$ cat config.mk
export PLATFORM = sky130hd
export DESIGN_NAME = sr_drive_ctrl
export DESIGN_NICKNAME = d
export VERILOG_FILES = /design/src/rtl/sr_drive_ctrl.sv
export SDC_FILE = /design/constraint.sdc
export NUM_CORES = 1
export LEC_CHECK = 0
export CAP_MARGIN = 20
export CORE_UTILIZATION = 40
export DETAILED_ROUTE_END_ITERATION = 16
export SLEW_MARGIN = 20
export SYNTH_ARGS = -nofsm -noshare
export SYNTH_HDL_FRONTEND = slang
export SYNTH_SLANG_ARGS = --single-unit
$ cat constraint.sdc
create_clock -name clk -period 3 [get_ports clk]
set_input_delay 0.6 -clock clk [delete_from_list [all_inputs] [get_ports clk]]
set_output_delay 0.6 -clock clk [all_outputs]
set_load 0.005 [all_outputs]
$ cat src/rtl/sr_drive_ctrl.sv
// Drives set/reset pulses into a downstream SR latch from debounced raw requests, then checks that q agrees.
// Latency: s or r first high 2 + DEBOUNCE_CYCLES + 1 edges after the raw request settles; check result one edge after the pulse ends.
// Backpressure: none; any request event that arrives while busy is discarded and flagged with dropped.
module sr_drive_ctrl #(
   parameter int DEBOUNCE_CYCLES = 4,
   parameter int PULSE_CYCLES    = 2
) (
   input  logic clk,
   input  logic rst,
   input  logic set_req,
   input  logic clr_req,
   input  logic q,
   output logic s,
   output logic r,
   output logic busy,
   output logic done,
   output logic err,
   output logic conflict,
   output logic dropped
);

   localparam logic [7:0] DEB_LAST   = 8'(DEBOUNCE_CYCLES - 1);
   localparam logic [3:0] PULSE_LAST = 4'(PULSE_CYCLES - 1);

   typedef enum logic [1:0] {
      IDLE      = 2'd0,
      SET_PULSE = 2'd1,
      CLR_PULSE = 2'd2,
      CHECK     = 2'd3
   } state_t;

   // bit 0 = set path, bit 1 = clear path
   logic [1:0] sync1, sync2, deb, deb_d;
   logic [7:0] deb_cnt [2];
   logic       set_ev, clr_ev;

   state_t     state, state_nxt;
   logic [3:0] pcnt, pcnt_nxt;
   logic       exp_q, exp_nxt;
   logic       s_nxt, r_nxt, busy_nxt, done_nxt, err_nxt, conflict_nxt, dropped_nxt;

   always_ff @(posedge clk) begin
      if (rst) begin
         sync1 <= '0;
         sync2 <= '0;
         deb   <= '0;
         deb_d <= '0;
         for (int i = 0; i < 2; i++) deb_cnt[i] <= '0;
      end else begin
         sync1 <= {clr_req, set_req};
         sync2 <= sync1;
         deb_d <= deb;
         // A sample that agrees with the accepted level restarts the stability count.
         for (int i = 0; i < 2; i++) begin
            if (sync2[i] != deb[i]) begin
               if (deb_cnt[i] == DEB_LAST) begin
                  deb[i]     <= sync2[i];
                  deb_cnt[i] <= '0;
               end else begin
                  deb_cnt[i] <= deb_cnt[i] + 8'd1;
               end
            end else begin
               deb_cnt[i] <= '0;
            end
         end
      end
   end

   assign set_ev = deb[0] & ~deb_d[0];
   assign clr_ev = deb[1] & ~deb_d[1];

   always_comb begin
      state_nxt    = state;
      pcnt_nxt     = pcnt;
      exp_nxt      = exp_q;
      done_nxt     = 1'b0;
      err_nxt      = err;
      conflict_nxt = 1'b0;
      dropped_nxt  = 1'b0;
      case (state)
         IDLE: begin
            if (set_ev && !clr_ev) begin
               state_nxt = SET_PULSE;
               pcnt_nxt  = '0;
            end else if (clr_ev && !set_ev) begin
               state_nxt = CLR_PULSE;
               pcnt_nxt  = '0;
            end else if (set_ev && clr_ev) begin
               conflict_nxt = 1'b1;
            end
         end
         SET_PULSE: begin
            if (pcnt == PULSE_LAST) begin
               state_nxt = CHECK;
               exp_nxt   = 1'b1;
            end else begin
               pcnt_nxt = pcnt + 4'd1;
            end
         end
         CLR_PULSE: begin
            if (pcnt == PULSE_LAST) begin
               state_nxt = CHECK;
               exp_nxt   = 1'b0;
            end else begin
               pcnt_nxt = pcnt + 4'd1;
            end
         end
         CHECK: begin
            if (q == exp_q) done_nxt = 1'b1;
            else            err_nxt  = 1'b1;
            state_nxt = IDLE;
         end
         default: state_nxt = IDLE;
      endcase
      if (state != IDLE && (set_ev || clr_ev)) dropped_nxt = 1'b1;
      // Drives are decoded from the next state so they leave the flops clean.
      s_nxt    = (state_nxt == SET_PULSE);
      r_nxt    = (state_nxt == CLR_PULSE);
      busy_nxt = (state_nxt != IDLE);
   end

   always_ff @(posedge clk) begin
      if (rst) begin
         state    <= IDLE;
         pcnt     <= '0;
         exp_q    <= 1'b0;
         s        <= 1'b0;
         r        <= 1'b0;
         busy     <= 1'b0;
         done     <= 1'b0;
         err      <= 1'b0;
         conflict <= 1'b0;
         dropped  <= 1'b0;
      end else begin
         state    <= state_nxt;
         pcnt     <= pcnt_nxt;
         exp_q    <= exp_nxt;
         s        <= s_nxt;
         r        <= r_nxt;
         busy     <= busy_nxt;
         done     <= done_nxt;
         err      <= err_nxt;
         conflict <= conflict_nxt;
         dropped  <= dropped_nxt;
      end
   end

endmodule

==> results.tsv, run 1 <==
stage	metric	value	unit
floorplan	die_w	68.7	µm
floorplan	initial_core_util	42.9	%
grt	grt_pass1_wl	5400	µm
timing	setup_viol	0	
critical_path	arrival	2.01	ns
final_layout	stdcell_count	254	
min_path	hold_class	flop to flop	
critical_path	worst-path-max-fanout	4	
critical_path	r2r_end	pcnt[3]	
power	power_leakage	0.842	nW
route	postRouteAntennaNets	0	
timing	fin_crit	1.79	ns
timing	fin_worst_skew	0.0101	ns
synthesis	synth_xor_area_share	6.40	%
grt	grt_start_max_net_pins	23	
final_layout	drive_gt1_share	6.37	%
floorplan	num_io_pins	12	
synthesis	ys_types	37	
cts	cts_tree	done	
synthesis	synth_enable_flop_cells	16	
placed_design	place_congestion	0.749	
route	wl	3190	µm
final_layout	diodes	0	
synthesis	synth_top_family_by_area	simple AND/OR/NAND/NOR gates	
cts	clock_sinks	38	
final_layout	syn2layout_area_growth	18.5	%
placed_design	port_buffers	11	
power	pwr-share-clk	32.3	%
synthesis	synth.mux.area_fraction	0.563	%
power	p_int	0.000873	W
power	switchingPower	0.000303	W
timing	rsz0062_at_grt	false	
critical_path	critPathKind	flop to flop	
placed_design	detailedPlace.worstSlack	1.06	ns
critical_path	reg2reg_from	deb[0]	
route	drt-wirelength-per-cell	12.6	µm
critical_path	setup.worst_path.start_class	flop	
cts	clkTransAtPathRegs	0.08	ns
grt	antenna_found_initial	0	
synthesis	yosys.area_share.simple	23.6	%
timing	tightest_slew	0.528	ns
critical_path	slowest_stage	or4_1	
critical_path	startpoint	deb[0]	
timing	hold_violations	0	
grt	overflow	0	
critical_path	critPathTopFamily	simple AND/OR/NAND/NOR gates	
synthesis	synth-compound-area-share	6.12	%
power	power.share.switching	25.8	%
synthesis	ys.flop_type	dfxtp_1	
critical_path	rrSetupSlack	1.21	ns
min_path	holdPathStages	1	
critical_path	reg2regPathDepth	6	
synthesis	syn_inst	171	
floorplan	dieArea	4720	µm²
route	routed-via-count	1258	
cts	postCtsSetupRepairBufs	0	
job	cap_violations	0	
synthesis	synthAdderAreaFrac	9.15	%
critical_path	crit_buf_inv	0	
final_layout	final_cell_mix	nor2_1, dfxtp_1, edfxtp_1, conb_1, ha_1	
final_layout	final_common_cell	nor2_1	
critical_path	slowest_delay	0.40	ns
route	drt-vias-per-instance	4.95	
route	drt_iter0_markers	35	
placed_design	placed_area	2010	µm²
outcome	status	complete, no violations	
timing	relSlewSlack	64.5	%
synthesis	ys_ff_latch	38	
timing	max_freq	0.559	GHz
route	drc	0	
timing	slew_violations	0	
synthesis	async_flop_share	0	%
floorplan	die_h	68.7	µm
synthesis	yosysWarningCount	0	
final_layout	postLayoutCellArea	2110	µm²
grt	grtUsageTotal	16.2	%
floorplan	rows	23	
power	irDropWorstVdd	370	µV
timing	post-route-period-util	59.7	%
critical_path	crit_chain	nand2b_1 -> ha_1 -> nor2b_4 -> or2_4 -> or4_1 -> a31oi_1	
synthesis	syn_area	1780	µm²
cts	cts_buffers	5	
timing	timing.setup.tns	0	ns
critical_path	cp-end-kind	flop	
synthesis	ys_seq_area_share	51.8	%
timing	holdWs	0.443	ns
power	seq_power_share	50.3	%
power	p_comb_share	17.4	%
cts	cts_resized	0	
cts	h-tree-depth	2	
critical_path	cp.depth	6	
placed_design	dpl.cell_count	246	
synthesis	synth.avg_cell_area	10.4	µm²
power	powerDensity	558	nW/µm²
floorplan	core_area	4140	µm²
placed_design	hpwl	2410	µm
critical_path	crit_end	pcnt[3]	
cts	hold_buffers	0	
final_layout	nFillCells	392	
cts	root_buffer	clkbuf_8	
grt	grt_pass1_vias	1221	
final_layout	layout.nets	221	
timing	setup_ws	1.21	ns
cts	clk_latency	0.29	ns
critical_path	worstPathRequired	3.22	ns
route	drt-pass1-iter-count	4	
cts	clockBufferDepth	2	
==> synthesized netlist by cell type (all sizes together), types with 2 or more instances <==
library cell / count / area (µm²)
o22ai: 2 / 12.5
dfxtp: 22 / 440
a21oi: 8 / 40.0
nand2b: 9 / 56.3
xor2: 10 / 87.6
nor3b: 5 / 42.5
or2: 2 / 15.0
nand2: 6 / 22.5
nand3: 11 / 55.1
nor3: 3 / 15.0
or3: 2 / 12.5
o21ai: 2 / 10.0
nor2b: 7 / 51.3
xnor2: 3 / 26.3
nor2: 24 / 90.1
clkbuf: 2 / 7.51
and3: 2 / 12.5
inv: 8 / 30.0
edfxtp: 16 / 480
ha: 13 / 163
==> through the flow <==
| step | util, % | total power, W |
|---|---|---|
| 3_5_place_dp | 48.4 | 0.000806 |
| 3_3_place_gp | 48.4 | 0.000796 |
| 6_report | 50.8 | 0.00118 |
| 4_1_cts | 50.8 | 0.00118 |
| 2_1_floorplan | - | 0.000736 |
| 5_1_grt | 50.8 | 0.00124 |
==> how the worst min path moves through the flow <==
| stage | startpoint | end | slack, ns |
|---|---|---|---|
| floorplan | sync1[0] | sync2[0] | 0.41 |
| global placement | sync1[1] | sync2[1] | 0.43 |
| detailed placement | sync1[1] | sync2[1] | 0.44 |
| CTS | sync1[1] | sync2[1] | 0.45 |
| global route | sync1[1] | sync2[1] | 0.46 |
| finish | sync1[0] | sync2[0] | 0.44 |
==> per-layer routing <==
layer | global-route usage, % | share of wire (%)
met3 | 4.93 | 2.3
met2 | 27.0 | 48
met1 | 18.8 | 48
met5 | 0 | 0
met4 | 7.81 | 2.1
==> power groups by stage <==
stage / Sequential (W) / Clock (W) / Combinational (W)
6_report: 0.000591 / 0.000380 / 0.000205
4_1_cts: 0.000591 / 0.000389 / 0.000204
5_1_grt: 0.000595 / 0.000414 / 0.000227
3_5_place_dp: 0.000603 / 0 / 0.000203
3_3_place_gp: 0.000602 / 0 / 0.000194
2_1_floorplan: 0.000600 / 0 / 0.000136
==> layout make-up <==
class                   count  area (µm²)  share of cell area [%]
multi-input cells         138         876                    41.6
repair buffers             12         118                    5.58
clock inverters             1        3.75                   0.178
well taps                  50        62.6                    2.97
flip-flops and latches     38         921                    43.7
clock buffers               7        96.3                    4.57
inverters                   8        30.0                    1.43
==> kinds of logic after synthesis <==
group	after synthesis
buffers and inverters	10
multiplexers	1
AND/OR/NAND/NOR	77
AO/OA/AOI/OAI	18
flip-flops	38
adder cells (fa/ha/maj)	13
other	1
XOR/XNOR	13
==> worst register-to-register path: stages (launching register included) <==
cell and delay [ns]:
dfxtp_1 0.38, nand2b_1 0.14, ha_1 0.35, nor2b_4 0.05
or2_4 0.23, or4_1 0.40, a31oi_1 0.17
==> flip-flops by register name (all words and copies together), names as in the netlist, 2 cells and up <==
register  cells
deb_cnt      16
pcnt          4
deb           2
deb_d         2
state         2
sync1         2
sync2         2
Power figures use the tool's default switching activity.
==> run 2: changes to the inputs <==
==> constraint.sdc (replaced) <==
create_clock -name clk -period 1.7 [get_ports clk]
set_input_delay 0.34 -clock clk [delete_from_list [all_inputs] [get_ports clk]]
set_output_delay 0.34 -clock clk [all_outputs]
set_load 0.005 [all_outputs]
==> results.tsv, run 2 (synthesized netlist as in run 1, its figures left out) <==
stage	metric	value	unit	change
floorplan	num_io_pins	12		unchanged
min_path	hold_class	flop to flop		
timing	post-route-period-util	95.9	%	+36 points
final_layout	largest_register_ffs	16		unchanged
route	drt_iter0_markers	35		unchanged
power	powerDensity	902	nW/µm²	+62%
placed_design	placed_area	2140	µm²	+6.7%
grt	grtUsageTotal	16.4	%	+0.25 points
cts	root_buffer	clkbuf_8		
final_layout	reg_top3	deb_cnt x16, pcnt x4		
timing	setup_ws	0.0697	ns	-1.14 ns
route	wl	3310	µm	+3.6%
final_layout	diodes	0		unchanged
route	drc	0		unchanged
timing	max_freq	0.613	GHz	+9.8%
critical_path	critPathTopFamily	simple AND/OR/NAND/NOR gates		
placed_design	detailedPlace.worstSlack	0.00132	ns	-1.06 ns
critical_path	worstPathRequired	1.91	ns	-1.31 ns
route	routed-via-count	1368		+8.7%
grt	grt_pass1_vias	1263		+3.4%
critical_path	slowest_stage	or4_1		
route	postRouteAntennaNets	0		unchanged
cts	hold_buffers	0		unchanged
cts	clkTransAtPathRegs	0.07	ns	about the same
final_layout	regMostFlops	deb_cnt		
critical_path	cp-end-kind	flop		
power	irDropWorstVdd	602	µV	+63%
timing	setup_viol	0		unchanged
critical_path	arrival	1.84	ns	-0.17 ns
cts	clockBufferDepth	2		unchanged
floorplan	core_area	4140	µm²	unchanged
cts	h-tree-depth	2		unchanged
critical_path	slowest_delay	0.40	ns	about the same
cts	clock_sinks	38		unchanged
critical_path	critPathKind	flop to flop		
job	cap_violations	0		unchanged
critical_path	setup.worst_path.start_class	flop		
timing	hold_violations	0		unchanged
timing	fin_worst_skew	0.00910	ns	-0.000972 ns
cts	cts_tree	done		
critical_path	crit_chain	nand2b_4 -> ha_4 -> nor2b_4 -> or2_4 -> or4_1 -> a31oi_1		
power	power_leakage	0.948	nW	+13%
route	drt-vias-per-instance	5.01		+1.2%
floorplan	rows	23		unchanged
cts	clk_latency	0.28	ns	about the same
route	drt-wirelength-per-cell	12.1	µm	-3.6%
final_layout	postLayoutCellArea	2290	µm²	+8.7%
critical_path	worst-path-max-fanout	4		unchanged
timing	timing.setup.tns	0	ns	unchanged
final_layout	drive_gt1_share	18.8	%	+12 points
placed_design	place_congestion	0.720		-3.8%
floorplan	dieArea	4720	µm²	unchanged
floorplan	die_h	68.7	µm	unchanged
grt	grt_start_max_net_pins	24		+4.3%
timing	rsz0062_at_grt	false		
floorplan	initial_core_util	42.9	%	unchanged
outcome	status	complete, no violations		
final_layout	final_cell_mix	nor2_1, dfxtp_1, buf_4, edfxtp_1, conb_1		
critical_path	crit_buf_inv	0		unchanged
cts	cts_buffers	5		unchanged
timing	fin_crit	1.63	ns	-0.160 ns
timing	slew_violations	0		unchanged
final_layout	layout.nets	240		+8.6%
final_layout	final_common_cell	nor2_1		
final_layout	syn2layout_area_growth	28.8	%	
final_layout	nFillCells	364		-7.1%
placed_design	port_buffers	11		unchanged
floorplan	die_w	68.7	µm	unchanged
grt	overflow	0		unchanged
placed_design	hpwl	2490	µm	+3.2%
route	drt-pass1-iter-count	4		unchanged
grt	antenna_found_initial	0		unchanged
grt	grt_pass1_wl	5590	µm	+3.5%
## run 2: area by class of cell
class	instances	area (µm²)	area share, %
Tap cell	50	62.6	2.73
Sequential cell	38	923	40.3
Clock buffer	6	72.6	3.17
Clock inverter	2	10.0	0.437
Multi-Input combinational cell	138	931	40.7
Timing Repair Buffer	31	260	11.4
Inverter	8	30.0	1.31
## run 2: final timing paths
check | startpoint | endpoint | slack [ns] | cells past startpoint
max | deb[0] | pcnt[3] | 0.07 | 6
min | sync1[1] | sync2[1] | 0.46 | 1
max reg2reg | deb[0] | pcnt[3] | 0.07 | 6
min reg2reg | sync1[1] | sync2[1] | 0.46 | 1
## run 2: repair_timing
item / 4_1_cts / 5_1_grt
setup endpoints to repair: 1 / 11
pin swaps: 1 / 0
resized for setup: 1 / 9
setup buffers: 0 / 1
hold endpoints to repair: 0 / 0
## run 2: per-layer routing
| layer | up-vias | part of all wire (%) | global-route usage [%] |
|---|---|---|---|
| met3 | 10 | 3.3 | 4.77 |
| li1 | 678 | - | - |
| met1 | 650 | 46 | 19.5 |
| met4 | 0 | 1.7 | 7.29 |
| met5 | - | 0 | 0 |
| met2 | 30 | 49 | 27.3 |
## run 2: where the power goes
part           switching, W  internal (W)
clock              0.000300      0.000284
combinational      0.000226      0.000218
sequential        0.0000284       0.00101
total              0.000555       0.00151
## run 2: metrics by stage
stage	std cells	hold WS, ns	total power (W)	utilization (%)
detailed placement	264	0.433	0.00145	51.7
CTS	272	0.455	0.00204	53.7
floorplan	186	0.414	0.00130	-
global placement	264	0.431	0.00143	51.7
global route	273	0.481	0.00219	55.3
finish	273	0.458	0.00207	55.3
